<file path="src/rtl/regfile_dump_reader_pkg.sv">
// Shared types and defaults for the RegFile dump reader slice.
package regfile_dump_reader_pkg;

  localparam int unsigned DEF_ADDR_WIDTH = 5;
  localparam int unsigned DEF_DATA_WIDTH = 32;
  localparam int unsigned REG_ZERO       = 0;

  typedef enum logic {
    ST_IDLE = 1'b0,
    ST_RUN  = 1'b1
  } state_e;

endpackage

</file>
<file path="src/rtl/regfile_dump_reader_if.sv">
// Valid/ready stream of {addr,data,last} register dump entries.
interface regfile_dump_reader_if
  import regfile_dump_reader_pkg::*;
#(
  parameter int unsigned ADDR_WIDTH = DEF_ADDR_WIDTH,
  parameter int unsigned DATA_WIDTH = DEF_DATA_WIDTH
) ();

  logic                  out_valid;
  logic                  out_ready;
  logic [ADDR_WIDTH-1:0] out_addr;
  logic [DATA_WIDTH-1:0] out_data;
  logic                  out_last;

  modport master (
    output out_valid,
    output out_addr,
    output out_data,
    output out_last,
    input  out_ready
  );

  modport slave (
    input  out_valid,
    input  out_addr,
    input  out_data,
    input  out_last,
    output out_ready
  );

endinterface

</file>
<file path="src/rtl/regfile_snoop_bypass.sv">
// Combinational write-first view of one register: snooped write wins over RegFile read data.
module regfile_snoop_bypass
  import regfile_dump_reader_pkg::*;
#(
  parameter int unsigned ADDR_WIDTH = DEF_ADDR_WIDTH,
  parameter int unsigned DATA_WIDTH = DEF_DATA_WIDTH,
  parameter bit          ZERO_HARD  = 1'b1
) (
  input  logic [ADDR_WIDTH-1:0] addr,
  input  logic [DATA_WIDTH-1:0] rf_rd,
  input  logic                  rf_we,
  input  logic [ADDR_WIDTH-1:0] rf_wa,
  input  logic [DATA_WIDTH-1:0] rf_wd,
  output logic [DATA_WIDTH-1:0] value,
  output logic                  hit
);

  logic is_zero;

  always_comb begin
    is_zero = ZERO_HARD && (addr == ADDR_WIDTH'(REG_ZERO));
    hit     = rf_we && (rf_wa == addr) && !is_zero;
    value   = rf_rd;
    if (is_zero) begin
      value = '0;
    end else if (hit) begin
      value = rf_wd;
    end
  end

endmodule

</file>
<file path="src/rtl/regfile_dump_reader.sv">
// Walks RegFile addresses first..last through one async read port and streams {addr,data}.
module regfile_dump_reader
  import regfile_dump_reader_pkg::*;
#(
  parameter int unsigned ADDR_WIDTH = DEF_ADDR_WIDTH,
  parameter int unsigned DATA_WIDTH = DEF_DATA_WIDTH,
  parameter bit          ZERO_HARD  = 1'b1
) (
  input  logic                  clk,
  input  logic                  rst,
  input  logic                  start,
  input  logic [ADDR_WIDTH-1:0] first_addr,
  input  logic [ADDR_WIDTH-1:0] last_addr,
  output logic                  busy,
  output logic                  done,
  output logic [ADDR_WIDTH-1:0] rf_ra,
  input  logic [DATA_WIDTH-1:0] rf_rd,
  input  logic                  rf_we,
  input  logic [ADDR_WIDTH-1:0] rf_wa,
  input  logic [DATA_WIDTH-1:0] rf_wd,
  regfile_dump_reader_if.master dump
);

  state_e                state, state_nxt;
  logic [ADDR_WIDTH-1:0] cur;
  logic [ADDR_WIDTH-1:0] end_addr;
  logic                  issued_last;
  logic                  range_ok;
  logic                  capture;
  logic                  hs;
  logic                  last_hs;

  logic [DATA_WIDTH-1:0] cap_value;
  logic                  cap_hit_unused;
  logic [DATA_WIDTH-1:0] hold_value;
  logic                  hold_hit;

  regfile_snoop_bypass #(
    .ADDR_WIDTH (ADDR_WIDTH),
    .DATA_WIDTH (DATA_WIDTH),
    .ZERO_HARD  (ZERO_HARD)
  ) u_cap_bypass (
    .addr  (cur),
    .rf_rd (rf_rd),
    .rf_we (rf_we),
    .rf_wa (rf_wa),
    .rf_wd (rf_wd),
    .value (cap_value),
    .hit   (cap_hit_unused)
  );

  // Held entry refresh: feeding the current out_data as "read data" keeps it unless a write hits.
  regfile_snoop_bypass #(
    .ADDR_WIDTH (ADDR_WIDTH),
    .DATA_WIDTH (DATA_WIDTH),
    .ZERO_HARD  (ZERO_HARD)
  ) u_hold_bypass (
    .addr  (dump.out_addr),
    .rf_rd (dump.out_data),
    .rf_we (rf_we),
    .rf_wa (rf_wa),
    .rf_wd (rf_wd),
    .value (hold_value),
    .hit   (hold_hit)
  );

  always_ff @(posedge clk) begin
    if (rst) begin
      state <= ST_IDLE;
    end else begin
      state <= state_nxt;
    end
  end

  always_comb begin
    state_nxt = state;
    busy      = 1'b0;
    rf_ra     = '0;
    capture   = 1'b0;
    range_ok  = (first_addr <= last_addr);
    hs        = dump.out_valid && dump.out_ready;
    last_hs   = hs && dump.out_last;
    unique case (state)
      ST_IDLE: begin
        if (start && range_ok) begin
          state_nxt = ST_RUN;
        end
      end
      ST_RUN: begin
        busy    = 1'b1;
        rf_ra   = cur;
        capture = !issued_last && (!dump.out_valid || dump.out_ready);
        if (last_hs) begin
          state_nxt = ST_IDLE;
        end
      end
      default: state_nxt = ST_IDLE;
    endcase
  end

  // issued_last, not cur>end, ends issuing so a dump up to the top address cannot wrap to 0.
  always_ff @(posedge clk) begin
    if (rst) begin
      cur            <= '0;
      end_addr       <= '0;
      issued_last    <= 1'b0;
      done           <= 1'b0;
      dump.out_valid <= 1'b0;
      dump.out_addr  <= '0;
      dump.out_data  <= '0;
      dump.out_last  <= 1'b0;
    end else begin
      done <= 1'b0;
      if (state == ST_IDLE && start) begin
        if (range_ok) begin
          cur         <= first_addr;
          end_addr    <= last_addr;
          issued_last <= 1'b0;
        end else begin
          done <= 1'b1;
        end
      end
      if (last_hs) begin
        done <= 1'b1;
      end
      if (capture) begin
        dump.out_valid <= 1'b1;
        dump.out_addr  <= cur;
        dump.out_data  <= cap_value;
        dump.out_last  <= (cur == end_addr);
        cur            <= cur + 1'b1;
        if (cur == end_addr) begin
          issued_last <= 1'b1;
        end
      end else if (hs) begin
        dump.out_valid <= 1'b0;
      end else if (dump.out_valid && hold_hit) begin
        dump.out_data <= hold_value;
      end
    end
  end

endmodule

</file>
<file path="src/flat_wrapper.sv">
// flat-port wrapper written by rule: the top's interface ports become plain ports
module regfile_dump_reader_flat import regfile_dump_reader_pkg::*;
#(
  parameter int unsigned ADDR_WIDTH = DEF_ADDR_WIDTH,
  parameter int unsigned DATA_WIDTH = DEF_DATA_WIDTH,
  parameter bit          ZERO_HARD  = 1'b1
)
  (clk, rst, start, first_addr, last_addr, busy, done, rf_ra, rf_rd, rf_we, rf_wa, rf_wd, dump_out_valid, dump_out_addr, dump_out_data, dump_out_last, dump_out_ready);
  regfile_dump_reader_if #(.ADDR_WIDTH(ADDR_WIDTH), .DATA_WIDTH(DATA_WIDTH)) dump_i ();
  input  logic clk;
  input  logic rst;
  input  logic start;
  input  logic [ADDR_WIDTH-1:0] first_addr;
  input  logic [ADDR_WIDTH-1:0] last_addr;
  output logic busy;
  output logic done;
  output logic [ADDR_WIDTH-1:0] rf_ra;
  input  logic [DATA_WIDTH-1:0] rf_rd;
  input  logic rf_we;
  input  logic [ADDR_WIDTH-1:0] rf_wa;
  input  logic [DATA_WIDTH-1:0] rf_wd;
  output wire logic [$bits(dump_i.out_valid)-1:0] dump_out_valid;
  output wire logic [$bits(dump_i.out_addr)-1:0] dump_out_addr;
  output wire logic [$bits(dump_i.out_data)-1:0] dump_out_data;
  output wire logic [$bits(dump_i.out_last)-1:0] dump_out_last;
  input wire logic [$bits(dump_i.out_ready)-1:0] dump_out_ready;
  assign dump_out_valid = dump_i.out_valid;
  assign dump_out_addr = dump_i.out_addr;
  assign dump_out_data = dump_i.out_data;
  assign dump_out_last = dump_i.out_last;
  assign dump_i.out_ready = dump_out_ready;
  regfile_dump_reader #(.ADDR_WIDTH(ADDR_WIDTH), .DATA_WIDTH(DATA_WIDTH), .ZERO_HARD(ZERO_HARD)) u_core (.clk(clk), .rst(rst), .start(start), .first_addr(first_addr), .last_addr(last_addr), .busy(busy), .done(done), .rf_ra(rf_ra), .rf_rd(rf_rd), .rf_we(rf_we), .rf_wa(rf_wa), .rf_wd(rf_wd), .dump(dump_i));
endmodule
</file>
<file path="config.mk">
export PLATFORM = sky130hd
export DESIGN_NAME = regfile_dump_reader_flat
export DESIGN_NICKNAME = d
export VERILOG_FILES = /design/src/rtl/regfile_dump_reader_pkg.sv /design/src/rtl/regfile_dump_reader_if.sv /design/src/rtl/regfile_snoop_bypass.sv /design/src/rtl/regfile_dump_reader.sv /design/src/flat_wrapper.sv
export SDC_FILE = /design/constraint.sdc
export NUM_CORES = 1
export LEC_CHECK = 0
export ABC_CLOCK_PERIOD_IN_PS = 2410
export BUFFER_PORTS_ARGS = -buffer_cell sky130_fd_sc_hd__buf_2
export CAP_MARGIN = 20
export CORE_ASPECT_RATIO = 1.5
export CORE_MARGIN = 2
export CORE_UTILIZATION = 45
export CTS_CLUSTER_DIAMETER = 200
export CTS_CLUSTER_SIZE = 10
export DETAILED_ROUTE_END_ITERATION = 12
export PLACE_DENSITY = 0.75
export SETUP_SLACK_MARGIN = 0.4
export SYNTH_ARGS = -nofsm -noshare
export SYNTH_HDL_FRONTEND = slang
export SYNTH_SLANG_ARGS = --single-unit
</file>
<file path="constraint.sdc">
create_clock -name clk -period 2.41 [get_ports clk]
set_input_delay 0.1205 -clock clk [delete_from_list [all_inputs] [get_ports clk]]
set_output_delay 0.1205 -clock clk [all_outputs]
set_load 0.02 [all_outputs]
</file>
After elaboration in Yosys (flattened, before gate mapping)
Index checks and enable logic that the tools add are counted.
{ "totals": {"regBits": 52, "input_bits": 84, "out_inout_bits": 46, "word_cells": 66} }
{ "classes": {"addsub": 1, "n_lt_le_gt_ge": 1, "n_eq_ne": 4, "n_mux": 25, "bitwise_logic": 1, "reduce_logical": 25} }
{ "op_table": {"columns": ["cell", "n"], "rows": [
  ["2-to-1 mux 32 bit", 7],
  ["2-to-1 mux 5 bit", 4],
  ["equality test 5 bit", 3],
  ["2-to-1 mux 1 bit", 13],
  ["logical AND 1 bit", 10],
  ["zero test 5 bit", 2],
  ["nonzero test 2 bit", 4],
  ["adder 5 x 1 -> 5 bit, second input constant", 1],
  ["<= comparator 5 bit", 1],
  ["zero test 1 bit", 4],
  ["AND reduction 2 bit", 2],
  ["AND reduction 3 bit", 1],
  ["nonzero test 3 bit", 1],
  ["!= test 2 x 1 -> 1 bit, second input constant", 1],
  ["case mux 1 bit (2 select lines)", 1],
  ["logical OR 1 bit", 1],
  ["inverter 1 bit", 1]
]} }

Longest topological paths before layout
{ "depth": {"word_depth": 8, "mapped_depth": 9, "depth_no_buf": 7} }

Hierarchy
Synthesis repeated with hierarchy kept, for this count alone.
{ "unflattened": {"hier_cells": 558, "hier_area_um2": 3955.0} }
{ "by_module_without_submodules": {"columns": ["mod", "n_inst", "cells_each", "area_per_inst_um2"], "rows": [
  ["regfile_dump_reader", 1, 308, 2433.6],
  ["regfile_snoop_bypass", 2, 125, 760.7]
]} }

Least setup slack after synthesis
No wires, ideal clock.
{ "synth_timing": {"path_type": "reg-to-reg", "start": "reg u_core.cur[0]", "end": "reg u_core.dump.out_data[18]", "setup_ns": 0.096, "arrival_time_ns": 2.175, "t_required_ns": 2.314, "path_slack_ns": 0.139, "stages_incl_launch_ff": 9, "n_path_buf": 2, "synth_period_minus_slack_ns": 2.271, "path_cell_list": "dfxtp_1 clkbuf_1 inv_1 ha_1 nor4b_4 nor4_2 buf_2 mux2_1 a221oi_1"} }
{ "synth_between": {"elab_chain_cells": 6} }
{ "synth_lines": {"columns": ["element", "line_no", "source"], "rows": [
  ["from (decl)", "regfile_dump_reader.sv:25", "logic [ADDR_WIDTH-1:0] cur;"],
  ["from (signal assigned)", "regfile_dump_reader.sv:116", "cur <= first_addr;"],
  ["from (signal assigned)", "regfile_dump_reader.sv:131", "cur <= cur + 1'b1;"],
  ["equality test 5 bit / zero test 5 bit (equally long branches)", "regfile_snoop_bypass.sv:22, regfile_snoop_bypass.sv:21", null],
  ["logical AND 1 bit / zero test 1 bit (equally long branches)", "regfile_snoop_bypass.sv:22", "hit = rf_we && (rf_wa == addr) && !is_zero;"],
  ["logical AND 1 bit", "regfile_snoop_bypass.sv:22", null],
  ["2-to-1 mux 32 bit", "regfile_snoop_bypass.sv:26", "end else if (hit) begin"],
  ["2-to-1 mux 32 bit (*)", "regfile_snoop_bypass.sv:24", "if (is_zero) begin"],
  ["2-to-1 mux 32 bit (*)", "regfile_dump_reader.sv:126", "if (capture) begin"],
  ["to (signal assigned)", "regfile_dump_reader.sv:129", "dump.out_data <= cap_value;"],
  ["to (signal assigned)", "regfile_dump_reader.sv:138", "dump.out_data <= hold_value;"],
  ["to (decl)", "regfile_dump_reader_if.sv:18", "output out_data,"]
]} }
Every way passes the cells marked *; elsewhere a longest branch is shown, timed or not.
A chain may end at the register's enable or synchronous reset.

Worst setup path after layout
{ "layout_timing": {"start": "reg u_core.cur[1]", "end": "reg u_core.dump.out_data[18]"} }
Same word-level chain as after synthesis.

==> flow_summary.json <==
{
  "synth_top_flop_cell": "sky130_fd_sc_hd__dfxtp_1",
  "hold_path_end": "u_core.end_addr[1]$_SDFFE_PP0P_",
  "final_layout_size_suffix_gt1_frac": 0.434,
  "flip_flop_and_latch_count_after_synthesis": 52,
  "final_antenna_net_count": 0,
  "synthDominantCellAreaShare": 0.304,
  "die_area_um2": 8340,
  "hold_path.startpoint": "last_addr[1]",
  "syn-instance-count": 408,
  "critical_path_class": "register to register",
  "timing.reg2reg.worst_path_depth": 9,
  "synth.avg_cell_area_um2": 8.40,
  "dieHeight_um": 111,
  "worst_clock_skew_ps": 4.64,
  "post-route-min-period_ps": 2020,
  "clock.fmax_mhz": 495,
  "clockBufferDepth": 2,
  "syn_nets": 499,
  "grt_first_pass_wirelength_mm": 15.3,
  "regToRegStartpoint": "u_core.cur[1]$_SDFFE_PP0P_",
  "synth.distinct_cells": 41,
  "min_period_over_period": 0.838,
  "synth_top_cells_by_area": "sky130_fd_sc_hd__dfxtp_1, sky130_fd_sc_hd__a221oi_2, sky130_fd_sc_hd__mux2_2, sky130_fd_sc_hd__nand2_1, sky130_fd_sc_hd__o21ai_0",
  "cts_buf_count": 5,
  "reg2reg_slack_ps": 390,
  "asyncSetResetFlopFracSynth": 0,
  "gpl.final_weighted_congestion": 0.821,
  "cts.hold.buffers_added": 0,
  "synth-edff-count": 0,
  "core-area_um2": 7510,
  "finalWirelength_mm": 9.94,
  "setup-tns-final_ps": 0,
  "grt_setup_unrepaired": "true",
  "min_delay_path_depth": 3,
  "port_buffers": 129,
  "syn_to_final_growth_pct": 32.5,
  "yosysMostFrequentCell": "sky130_fd_sc_hd__nand2_1",
  "drc": 0,
  "global_route.overflow_total": 0,
  "clock_latency_ps": 290,
  "post_drt_wl_per_cell_um": 15.6,
  "initial_utilization": 0.456,
  "root_buffer": "sky130_fd_sc_hd__clkbuf_16",
  "ys_seq_area_frac": 0.304,
  "nets": 624,
  "maxSlewHeadroom": 0.486,
  "endpoint_kind": "register",
  "post_synth_most_frequent_cells": "sky130_fd_sc_hd__nand2_1, sky130_fd_sc_hd__dfxtp_1, sky130_fd_sc_hd__inv_1",
  "irDropWorstVdd_uv": 452,
  "ioPinCount": 130,
  "synthesis.area_um2": 3430,
  "synth-warning-count": 0,
  "r2r_end": "u_core.dump.out_data[18]$_SDFFE_PP0P_",
  "yosys.area.top_type": "sky130_fd_sc_hd__dfxtp_1",
  "finalHoldViolations": 0,
  "worst-slew-pin-transition_ps": 771,
  "totalPowerFinal_w": 0.00259,
  "grt_pass1_vias": 3323,
  "power_per_standard_cell_area_nw_per_um2": 571,
  "crit_start": "u_core.cur[1]$_SDFFE_PP0P_",
  "grt.total_usage": 0.229,
  "cts_sinks": 52,
  "crit_fanout": 30,
  "tritoncts_clock_tree": "yes",
  "dr_total_vias": 3433,
  "run_status": "finished clean",
  "worstPathArrival_ps": 2220,
  "timing_max_transition_violations_final": 0,
  "final-setup-viol-count": 0,
  "grt_start_max_net_pins": 35,
  "initial_detailed_routing_violation_count": 114,
  "core.rowCount": 39,
  "hpwl_mm": 6.80,
  "ctsHtreeMaxLevel": 2,
  "startpoint_type_of_the_worst_setup_path": "register",
  "die_w_um": 75.2,
  "final_antenna_diode_count": 0,
  "vias_per_cell": 5.40,
  "drt-pass1-iter-count": 4,
  "clk_transition_reported_paths_ps": 70,
  "leakage_nw": 1.88,
  "maximum_capacitance_violations": 0,
  "worstHoldPathType": "primary input to register",
  "worst-endpoint-required_ps": 2610,
  "antenna_violations_before_repair": 0
}
registers in the layout (all words and copies together) (netlist names):
register and cells:
u_core.issued_last 1, u_core.dump.out_data 32, u_core.dump.out_addr 5, u_core.cur 5, u_core.done 1, u_core.dump.out_last 1, u_core.end_addr 5, u_core.state 1
u_core.dump.out_valid 1
cells by family (layout without fill, tap and decap cells):
group / Yosys count / count (layout) / share of synthesized area
AO/OA/AOI/OAI: 103 / 103 / 0.250
XOR/XNOR: 15 / 15 / 0.0384
adder cells (fa/ha/maj): 7 / 7 / 0.0256
buffers and inverters: 74 / 199 / 0.103
flip-flops: 52 / 52 / 0.304
multiplexers: 32 / 32 / 0.105
AND/OR/NAND/NOR: 125 / 126 / 0.174
worst max-delay path: stages (launching register included):
cell and delay, ps:
sky130_fd_sc_hd__dfxtp_4 350, sky130_fd_sc_hd__buf_4 100, sky130_fd_sc_hd__inv_1 30, sky130_fd_sc_hd__ha_1 170, sky130_fd_sc_hd__nor4b_4 150, sky130_fd_sc_hd__nor3_4 270
sky130_fd_sc_hd__buf_8 240, sky130_fd_sc_hd__nand2_1 90, sky130_fd_sc_hd__mux2_1 310, sky130_fd_sc_hd__a221oi_2 220
how the worst max path moves through the flow:
| stage | slack [ps] | cells past startpoint | end |
|---|---|---|---|
| after floorplan | 400 | 9 | u_core.dump.out_data[18]$_SDFFE_PP0P_ |
| after global placement | 320 | 8 | u_core.dump.out_data[18]$_SDFFE_PP0P_ |
| after detailed placement | 190 | 8 | u_core.dump.out_data[18]$_SDFFE_PP0P_ |
| after CTS | 410 | 8 | u_core.dump.out_data[17]$_SDFFE_PP0P_ |
| after global routing | 290 | 8 | u_core.dump.out_data[16]$_SDFFE_PP0P_ |
| final | 390 | 9 | u_core.dump.out_data[18]$_SDFFE_PP0P_ |
through the flow:
step           utilization  hold slack, ps  worst slack (ps)  area (um2)  std cells
2_1_floorplan            -             268               405        3450        408
3_3_place_gp         0.552             393               323        4150        620
3_5_place_dp         0.552             396               188        4150        620
4_1_cts              0.581            89.1               405        4370        633
5_1_grt              0.604             103               290        4540        636
6_report             0.604            90.9               389        4540        636
final cells by class:
| class | count | area, um2 |
|---|---|---|
| Clock buffer | 7 | 143 |
| Clock inverter | 1 | 7.51 |
| Fill cell | 735 | 2970 |
| Inverter | 39 | 146 |
| Multi-Input combinational cell | 283 | 2150 |
| Sequential cell | 52 | 1050 |
| Tap cell | 102 | 128 |
| Timing Repair Buffer | 152 | 921 |
metal layers:
metal	track usage	vias up	wire length [um]	share of wire
met4	0.0830	0	282	0.028
met2	0.420	109	5470	0.55
met1	0.249	1640	3730	0.37
met3	0.0427	21	461	0.046
li1	-	1663	-	-
met5	0	-	0	0
cells in the final DEF (no fill, tap or decap), types with 10 or more instances in the layout:
cell                         n
sky130_fd_sc_hd__mux2_2     10
sky130_fd_sc_hd__nand3_1    13
sky130_fd_sc_hd__dfxtp_1    50
sky130_fd_sc_hd__buf_2     129
sky130_fd_sc_hd__a221oi_2   32
sky130_fd_sc_hd__nand2_1    78
sky130_fd_sc_hd__o21ai_0    37
sky130_fd_sc_hd__inv_1      39
sky130_fd_sc_hd__mux2_4     21
sky130_fd_sc_hd__buf_4      13
sky130_fd_sc_hd__a21oi_1    18
report_power, final:
part	switching (W)	internal, W	total [W]
registers	0.0000527	0.000946	0.000999
clock network	0.000318	0.000415	0.000733
logic	0.000492	0.000368	0.000861
what timing repair did:
action	4_1_cts	5_1_grt
buffers inserted	3	1
cloned	2	2
setup endpoints to repair	32	33
gates resized for setup	10	30
pin swaps	1	20
Note: power is estimated with default switching activity, not from simulation.
